--- config.mk ---
export PLATFORM = sky130hd
export DESIGN_NAME = mc_ctrl
export DESIGN_NICKNAME = d
export VERILOG_FILES = /design/src/rtl/mc_ctrl.sv
export SDC_FILE = /design/constraint.sdc
export NUM_CORES = 1
export LEC_CHECK = 0
export CORE_MARGIN = 4
export CORE_UTILIZATION = 43
export DETAILED_ROUTE_END_ITERATION = 8
export PLACE_DENSITY = 0.76
export REMOVE_ABC_BUFFERS = 1
export SLEW_MARGIN = 30
export SYNTH_ARGS = -nofsm -noshare
export SYNTH_HDL_FRONTEND = slang
export SYNTH_SLANG_ARGS = --single-unit
--- constraint.sdc ---
create_clock -name clk -period 2.8 [get_ports clk]
set_input_delay 0.56 -clock clk [delete_from_list [all_inputs] [get_ports clk]]
set_output_delay 0.56 -clock clk [all_outputs]
set_load 0.005 [all_outputs]
--- src/rtl/mc_ctrl.sv ---
// rtl/mc_ctrl.sv - multi-cycle IF/ID/EX/MEM/WB control unit with cycle and retire counters
//
// Latches the fetched instruction on the edge leaving IF, decodes it from the
// latched copy, and steps a five-state FSM. The control word and register-file
// write controls are combinational functions of the state, the latched
// instruction and, in EX only, the router comparison flags.
//
// Ports:
//   clk      in   1   clock, rising edge
//   rst      in   1   asynchronous active-high reset
//   instr    in  32   instruction word from IM, valid during IF
//   b        in   2   router flags: b[1]=eql (rs==rt), b[0]=ltz (rs[31])
//   op       out 13   {ifup[12:10], alup[9:4], dmp[3:1], dme[0]}
//   rf_we    out  1   register-file write enable
//   rf_a3    out  5   register-file write address
//   state    out  3   IF=0, ID=1, EX=2, MEM=3, WB=4
//   retire   out  1   pulse in the final state of each instruction
//   cyc_cnt  out 32   clock edges since reset
//   ret_cnt  out 32   instructions retired since reset

module mc_ctrl #(
    parameter logic [31:0] RST_PC_CNT = 32'd0
) (
    input  logic        clk,
    input  logic        rst,
    input  logic [31:0] instr,
    input  logic [1:0]  b,
    output logic [12:0] op,
    output logic        rf_we,
    output logic [4:0]  rf_a3,
    output logic [2:0]  state,
    output logic        retire,
    output logic [31:0] cyc_cnt,
    output logic [31:0] ret_cnt
);

    typedef enum logic [2:0] {
        S_IF  = 3'd0,
        S_ID  = 3'd1,
        S_EX  = 3'd2,
        S_MEM = 3'd3,
        S_WB  = 3'd4
    } state_t;

    // Instruction classes; nop and every unrecognised encoding share C_NOP
    // because they follow the same IF-ID sequence with pc+4.
    typedef enum logic [3:0] {
        C_NOP, C_ADDU, C_SUBU, C_ORI, C_LUI, C_LW, C_SW,
        C_BEQ, C_BLTZ, C_J, C_JR, C_JAL
    } iclass_t;

    state_t        state_q, state_d;
    logic [31:0]   ir_q, ir_d;
    logic [31:0]   cyc_q, cyc_d;
    logic [31:0]   ret_q, ret_d;

    iclass_t       cls;
    logic [5:0]    opc;
    logic [5:0]    funct;
    logic [2:0]    ifup;
    logic [5:0]    alup;
    logic [2:0]    dmp;
    logic          dme;
    logic [4:0]    a3_dec;
    logic          fin;

    assign opc   = ir_q[31:26];
    assign funct = ir_q[5:0];

    // Decode from the latched instruction only.
    always_comb begin
        cls = C_NOP;
        if (ir_q != 32'd0) begin
            case (opc)
                6'b000000: begin
                    case (funct)
                        6'b100001: cls = C_ADDU;
                        6'b100011: cls = C_SUBU;
                        6'b001000: cls = C_JR;
                        default:   cls = C_NOP;
                    endcase
                end
                6'b001101: cls = C_ORI;
                6'b001111: cls = C_LUI;
                6'b100011: cls = C_LW;
                6'b101011: cls = C_SW;
                6'b000100: cls = C_BEQ;
                6'b000001: cls = (ir_q[20:16] == 5'd0) ? C_BLTZ : C_NOP;
                6'b000010: cls = C_J;
                6'b000011: cls = C_JAL;
                default:   cls = C_NOP;
            endcase
        end
    end

    // Per-class datapath selections that hold from EX through the final state.
    always_comb begin
        alup   = 6'd0;
        dmp    = 3'd0;
        a3_dec = 5'd0;
        case (cls)
            C_ADDU: begin alup = 6'b000001; a3_dec = ir_q[15:11]; end
            C_SUBU: begin alup = 6'b000010; a3_dec = ir_q[15:11]; end
            C_ORI:  begin alup = 6'b000100; a3_dec = ir_q[20:16]; end
            C_LUI:  begin alup = 6'b001000; a3_dec = ir_q[20:16]; end
            C_LW:   begin alup = 6'b000001; dmp = 3'b001; a3_dec = ir_q[20:16]; end
            C_SW:   begin alup = 6'b000001; dmp = 3'b010; end
            C_JAL:  begin alup = 6'b100000; a3_dec = 5'd31; end
            default: ;
        endcase
    end

    // Next state and final-state detection.
    always_comb begin
        state_d = S_IF;
        fin     = 1'b0;
        case (state_q)
            S_IF: state_d = S_ID;
            S_ID: begin
                if (cls == C_NOP) fin = 1'b1;
                else              state_d = S_EX;
            end
            S_EX: begin
                case (cls)
                    C_BEQ, C_BLTZ, C_J, C_JR: fin = 1'b1;
                    C_LW, C_SW:               state_d = S_MEM;
                    default:                  state_d = S_WB;
                endcase
            end
            S_MEM: begin
                if (cls == C_LW) state_d = S_WB;
                else             fin = 1'b1;
            end
            S_WB: fin = 1'b1;
            default: state_d = S_IF;  // illegal encodings fall back to fetch
        endcase
    end

    // PC-update selection, only meaningful in the final state. Branch flags
    // are consulted only when the branch resolves in EX.
    always_comb begin
        ifup = 3'd0;
        if (fin) begin
            case (cls)
                C_BEQ:       ifup = b[1] ? 3'd2 : 3'd1;
                C_BLTZ:      ifup = b[0] ? 3'd2 : 3'd1;
                C_J, C_JAL:  ifup = 3'd3;
                C_JR:        ifup = 3'd4;
                default:     ifup = 3'd1;
            endcase
        end
    end

    always_comb begin
        op     = 13'd0;
        rf_we  = 1'b0;
        rf_a3  = 5'd0;
        dme    = 1'b0;
        if (state_q == S_MEM && cls == C_SW) dme = 1'b1;
        if (state_q == S_EX || state_q == S_MEM || state_q == S_WB)
            op = {ifup, alup, dmp, dme};
        else
            op = {ifup, 6'd0, 3'd0, 1'b0};
        if (state_q == S_WB) begin
            rf_a3 = a3_dec;
            rf_we = (a3_dec != 5'd0);
        end
    end

    assign retire  = fin;
    assign state   = state_q;
    assign cyc_cnt = cyc_q;
    assign ret_cnt = ret_q;

    always_comb begin
        ir_d  = ir_q;
        if (state_q == S_IF) ir_d = instr;
        cyc_d = cyc_q + 32'd1;
        ret_d = ret_q + {31'd0, fin};
    end

    always_ff @(posedge clk or posedge rst) begin
        if (rst) begin
            state_q <= S_IF;
            ir_q    <= 32'd0;
            cyc_q   <= RST_PC_CNT;
            ret_q   <= RST_PC_CNT;
        end else begin
            state_q <= state_d;
            ir_q    <= ir_d;
            cyc_q   <= cyc_d;
            ret_q   <= ret_d;
        end
    end

endmodule

Word-level counts from Yosys, hierarchy flattened
Cells that the tools add are included.
{"block": "word_totals", "word_cells": 70, "in_bits": 36, "output_inout_bits": 87, "regBits": 99}
{"block": "classes", "muxes": 23, "n_eq_ne": 26, "n_reduce_logical": 15, "addsub": 2}
{"op": "4-bit one-hot mux with 9 select lines", "count": 1}
{"op": "32-bit by 1-bit adder with 32-bit output", "count": 1}
{"op": "32-bit by 1-bit adder with 32-bit output, second input constant", "count": 1}
{"op": "32-bit nonzero test", "count": 1}
{"op": "6-bit one-hot mux with 5 select lines", "count": 1}
{"op": "6-bit == test, second input constant", "count": 4}
{"op": "3-bit one-hot mux with 4 select lines", "count": 2}
{"op": "6-bit by 4-bit == test with 1-bit output, second input constant", "count": 3}
{"op": "4-bit by 3-bit == test with 1-bit output, second input constant", "count": 4}
{"op": "4-bit == test, second input constant", "count": 4}
{"op": "5-bit one-hot mux with 3 select lines", "count": 1}
{"op": "6-bit by 2-bit == test with 1-bit output, second input constant", "count": 2}
{"op": "4-bit one-hot mux with 3 select lines", "count": 1}
{"op": "10-bit two-way mux", "count": 1}
{"op": "4-bit by 2-bit == test with 1-bit output, second input constant", "count": 2}
{"op": "4-bit two-way mux", "count": 2}
{"op": "3-bit by 2-bit == test with 1-bit output, second input constant", "count": 2}
{"op": "6-bit by 1-bit == test with 1-bit output, second input constant", "count": 1}
{"op": "6-bit by 3-bit == test with 1-bit output, second input constant", "count": 1}
{"op": "6-bit logical NOT", "count": 1}
{"op": "2-bit two-way mux", "count": 3}
{"op": "3-bit two-way mux", "count": 2}
{"op": "3-bit one-hot mux with 2 select lines", "count": 1}
{"op": "2-bit OR reduction", "count": 3}
{"op": "other kinds (15)", "count": 21}

Longest topological paths before layout
{"block": "depth", "depth_word": 9, "mapped_depth": 15, "depth_no_buf": 13}

Worst setup path after synthesis
No wires, ideal clock.
{"block": "synth_path", "path_type": "register -> register", "from": "reg ir_q[29]", "to": "reg ret_q[14] (netlist: ret_cnt[14])", "required_ns": 2.720, "stages_incl_launch_ff": 15, "period_less_slack_ns": 2.903, "t_arrival_ns": 2.823, "path_buffers": 2, "path_slack_ns": -0.103, "setup_ns": 0.080, "path_cell_list": "dfrtp_1 -> buf_6 -> nor4_4 -> nand2_1 -> o221ai_2 -> nor2_1 -> a21oi_1 -> nand2_1 -> ha_1 -> ha_1 -> and3_1 -> clkbuf_1 -> and3_1 -> nand4_1 -> xnor2_1"}
{"block": "synth_via", "elab_chain_len": 8, "elab_cells_between_ends": 24, "cone_classes": "add/sub (1); eq/ne (13); mux (6); reduce/logical (4)"}
{"element": "start, declared", "line_no": "53", "text": "logic [31:0] ir_q, ir_d;"}
{"element": "start signal, assigned", "line_no": "190", "text": "ir_q <= ir_d;"}
{"element": "6-bit by 2-bit == test with 1-bit output (tied with other cells)", "line_no": "74", "text": "case (opc)"}
{"element": "4-bit one-hot mux with 9 select lines", "line_no": "74"}
{"element": "4-bit two-way mux *", "line_no": "73", "text": "if (ir_q != 32'd0) begin"}
{"element": "4-bit == test / 4-bit by 3-bit == test with 1-bit output (equally long branches)", "line_no": "124", "text": "case (cls)"}
{"element": "4-bit OR reduction", "line_no": "124"}
{"element": "1-bit two-way mux", "line_no": "124"}
{"element": "1-bit one-hot mux with 4 select lines *", "line_no": "117", "text": "case (state_q)"}
{"element": "named net retire", "line_no": "32", "text": "output logic retire,"}
{"element": "32-bit by 1-bit adder with 32-bit output *", "line_no": "179", "text": "ret_d = ret_q + {31'd0, fin};"}
{"element": "named net ret_d[14]", "line_no": "55", "text": "logic [31:0] ret_q, ret_d;"}
{"element": "end signal, assigned", "line_no": "192", "text": "ret_q <= ret_d;"}
{"element": "end, declared", "line_no": "55"}
Mark *: on every way through the listed nets, which the timed path passes. The rest lies on a longest branch.
A chain may end at the register's enable or synchronous reset.

Worst setup path in the final report
{"block": "layout_path", "from": "reg ir_q[29]", "to": "out retire"}
{"block": "layout_via", "elab_chain_len": 7, "elab_cells_between_ends": 23, "cone_classes": "eq/ne (13); mux (6); reduce/logical (4)"}
{"element": "6-bit by 2-bit == test with 1-bit output (tied with other cells)", "line_no": "74"}
{"element": "4-bit one-hot mux with 9 select lines", "line_no": "74"}
{"element": "4-bit two-way mux *", "line_no": "73"}
{"element": "4-bit == test / 4-bit by 3-bit == test with 1-bit output (equally long branches)", "line_no": "124"}
{"element": "4-bit OR reduction", "line_no": "124"}
{"element": "1-bit two-way mux", "line_no": "124"}
{"element": "1-bit one-hot mux with 4 select lines *", "line_no": "117"}
{"element": "end, declared", "line_no": "32"}
Every way passes the cells marked *; elsewhere a longest branch is shown, timed or not.

==> metrics.yaml <==
path_cells: "buf_6 > nor3_4 > nand2b_1 > o211ai_1 > nor3_2 > a21oi_2 > buf_4 > nand2_2 > buf_4 > buf_2"
syn_area_per_cell_um2: 10.8
io_buffer_count: 110
clkLatencyLatePin_ns: 0.35
cts-root-buf: "clkbuf_8"
cts_buffer_depth: 2
synth-edff-count: 0
cts_sinks: 89
htree_levels: 3
boundaryPins: 123
intPower_uw: 3090
antenna_cells: 0
rsz0062_at_grt: "yes"
slew_viol_final: 0
period_minus_slack_ns: 2.84
die_area_um2: 11700
violations: "negative setup slack"
cp_max_fo: 6
core_um2: 9770
vias: 3711
die_h_um: 108
fin_ws_ns: -0.0373
wire_per_inst_um: 15.9
hold_class: "reg2reg"
fp-row-count: 36
fin_area_um2: 6560
endpoint_kind: "primary output"
synth_area_leader_cell: "dfrtp_1"
firstDrtPassIters: 4
synth_seq_area_share_pct: 51.6
synth_area_um2: 4310
dieWidth_um: 108
criticalPathCategory: "reg2out"
drc: 0
clk_pin_slew_ns: 0.10
final.setup.tns_ns: -0.0459
layout_commonest_cell: "clkdlybuf4s50_1"
ir_worst_vdd_v: 0.000521
hpwl_mm: 8.10
fin_crit_sh_pct: 101
synthTopCellsByArea: "dfrtp_1 52%, xnor2_1 9.1%, mux2_2 5.2%"
cpMaxStageDelayCell: "dfrtp_2"
grt_pass1_wl_mm: 17.9
yosysTopAreaCellShare_pct: 51.6
syn_inst: 401
drt_iter0_markers: 89
gp_congestion: 0.874
met1_usage_pct: 25.0
fin_worst_skew_ns: 0.0205
critPathArrivalTime_ns: 2.28
setup_viol: 3
relSlewSlack_pct: 54.5
final_antenna_net_count: 0
p_leak_uw: 0.00285
numCtsBuffers: 9
p_switching_uw: 1720
max-cap-violations: 0
syn2layout_area_growth_pct: 52.0
first_global_vias: 3727
crit_path_start_kind: "register"
power.density_nw_per_um2: 733
fmax_mhz: 352
synth_flop_cell: "dfrtp_1"
critPathMaxStageDelay_ns: 0.48
worst_pin_slew_ns: 0.682
grt_use_met3_pct: 3.04
seqPwrFrac_pct: 38.0
gr-usage-met2_pct: 32.1
busiest_layer: "met2"
ys_warn_count: 0
synthArstFlopShare_pct: 100
p_comb_share_pct: 44.7
cp.required_ns: 2.24
ys_seq_elements: 89
routed_wl_mm: 11.4
drive_gt1_share_pct: 32.6
p_sw_share_pct: 35.8
hold_violations: 0
postLayoutCoreUtil_pct: 67.1
antenna_found_initial: 0
status: "complete, but fails checks"
cp_common_cell: "buf_4"
ys_types: 50
avgViaCountPerCell: 5.18
nets: 617
place_area_um2: 5870
clkPwrFrac_pct: 17.3
floorplan.initialDensity_pct: 44.1
mostFrequentLayoutCells: "94 x clkdlybuf4s50_1, 83 x dfrtp_1, 59 x buf_4"
tritoncts: "yes"
grt_util_all_layers_pct: 19.2
grt_max_degree: 40
grt_overflow_total: 0
flip-flops by register name, summed over array words and instances (netlist names):
signal / count
ret_cnt: 32
ir_q: 22
state: 3
cyc_cnt: 32
per-stage QoR:
stage,setup slack [ns],total power (µW),hold WS (ns),instances
after global placement,-0.152,3290,0.460,680
after floorplan,-0.0669,2520,0.468,388
final,-0.0373,4810,0.476,716
after detailed placement,-0.223,3360,0.474,680
after global routing,-0.165,5070,0.493,716
after CTS,-0.129,4550,0.487,710
worst max-delay path, delay by kind of cell, from the launching register on:
family	cells	cell delay, ns
simple gates	4	0.53
buf+inv	4	0.55
flops	1	0.48
compound gates	2	0.37
cell usage after synthesis (2+ instances only):
library cell and instances:
inv_1 6, a21oi_1 21, or2_2 2, nand2_1 36, buf_6 4, a31oi_1 2
or4_1 2, nor3b_1 2, nor4_1 4, nor4b_1 3, or2b_2 3, buf_2 2
nor2b_1 2, and3_1 11, nand2b_1 2, xor2_1 16, mux2_2 20, clkbuf_1 4
nand4_1 11, xnor2_1 45, nand3_1 33, dfrtp_1 89, ha_1 3, nor2_1 23
buf_4 4, o21ai_0 10, and4_1 7, and3b_2 2, nor3_1 10, o211ai_1 2
per-layer routing:
metal | wire length (µm) | share of wire (%)
met1 | 4820 | 42
met2 | 5800 | 51
met3 | 505 | 4.4
met4 | 292 | 2.6
met5 | 0 | 0
logic make-up after synthesis:
logic type	synth area share (%)
xor+xnor	12.4
mux	5.22
flops	51.6
other cells	0.0869
fa+ha+maj	0.870
simple gates	20.6
compound gates	6.38
buf+inv	2.84
path summary, 6_finish.rpt:
path / end / start / depth (start not counted) / slack, ns
max reg2reg: ret_cnt[26] / ir_q[3] / 15 / 0.02
min: ret_cnt[31] / ret_cnt[31] / 1 / 0.48
min in group asynchronous: state[0] / rst / 2 / 0.61
min reg2reg: ret_cnt[31] / ret_cnt[31] / 1 / 0.48
max: retire / ir_q[29] / 10 / -0.04
max in group asynchronous: cyc_cnt[10] / rst / 3 / 1.52
power groups by stage:
stage / combinational (µW) / sequential [µW] / clock [µW]
finish: 2150 / 1830 / 830
global route: 2310 / 1860 / 909
detailed placement: 1560 / 1800 / 0
CTS: 1900 / 1790 / 858
floorplan: 753 / 1760 / 0
global placement: 1520 / 1780 / 0
cell type report:
class                           count  area [µm²]
Timing Repair Buffer              179        1630
Multi-Input combinational cell    293        2320
Sequential cell                    89        2230
Tap cell                          133         166
Clock buffer                       10         138
Inverter                            6        23.8
Fill cell                         747        3220
Clock inverter                      6        51.3
timing repair:
action / CTS / global route
endpoints found under the setup margin: 30 / 38
hold buffers: 0 / 0
gates resized for setup: 71 / 63
pin swaps: 10 / 20
endpoints found under the hold margin: 0 / 0
buffers inserted: 14 / 8
Power figures use the tool's default switching activity.
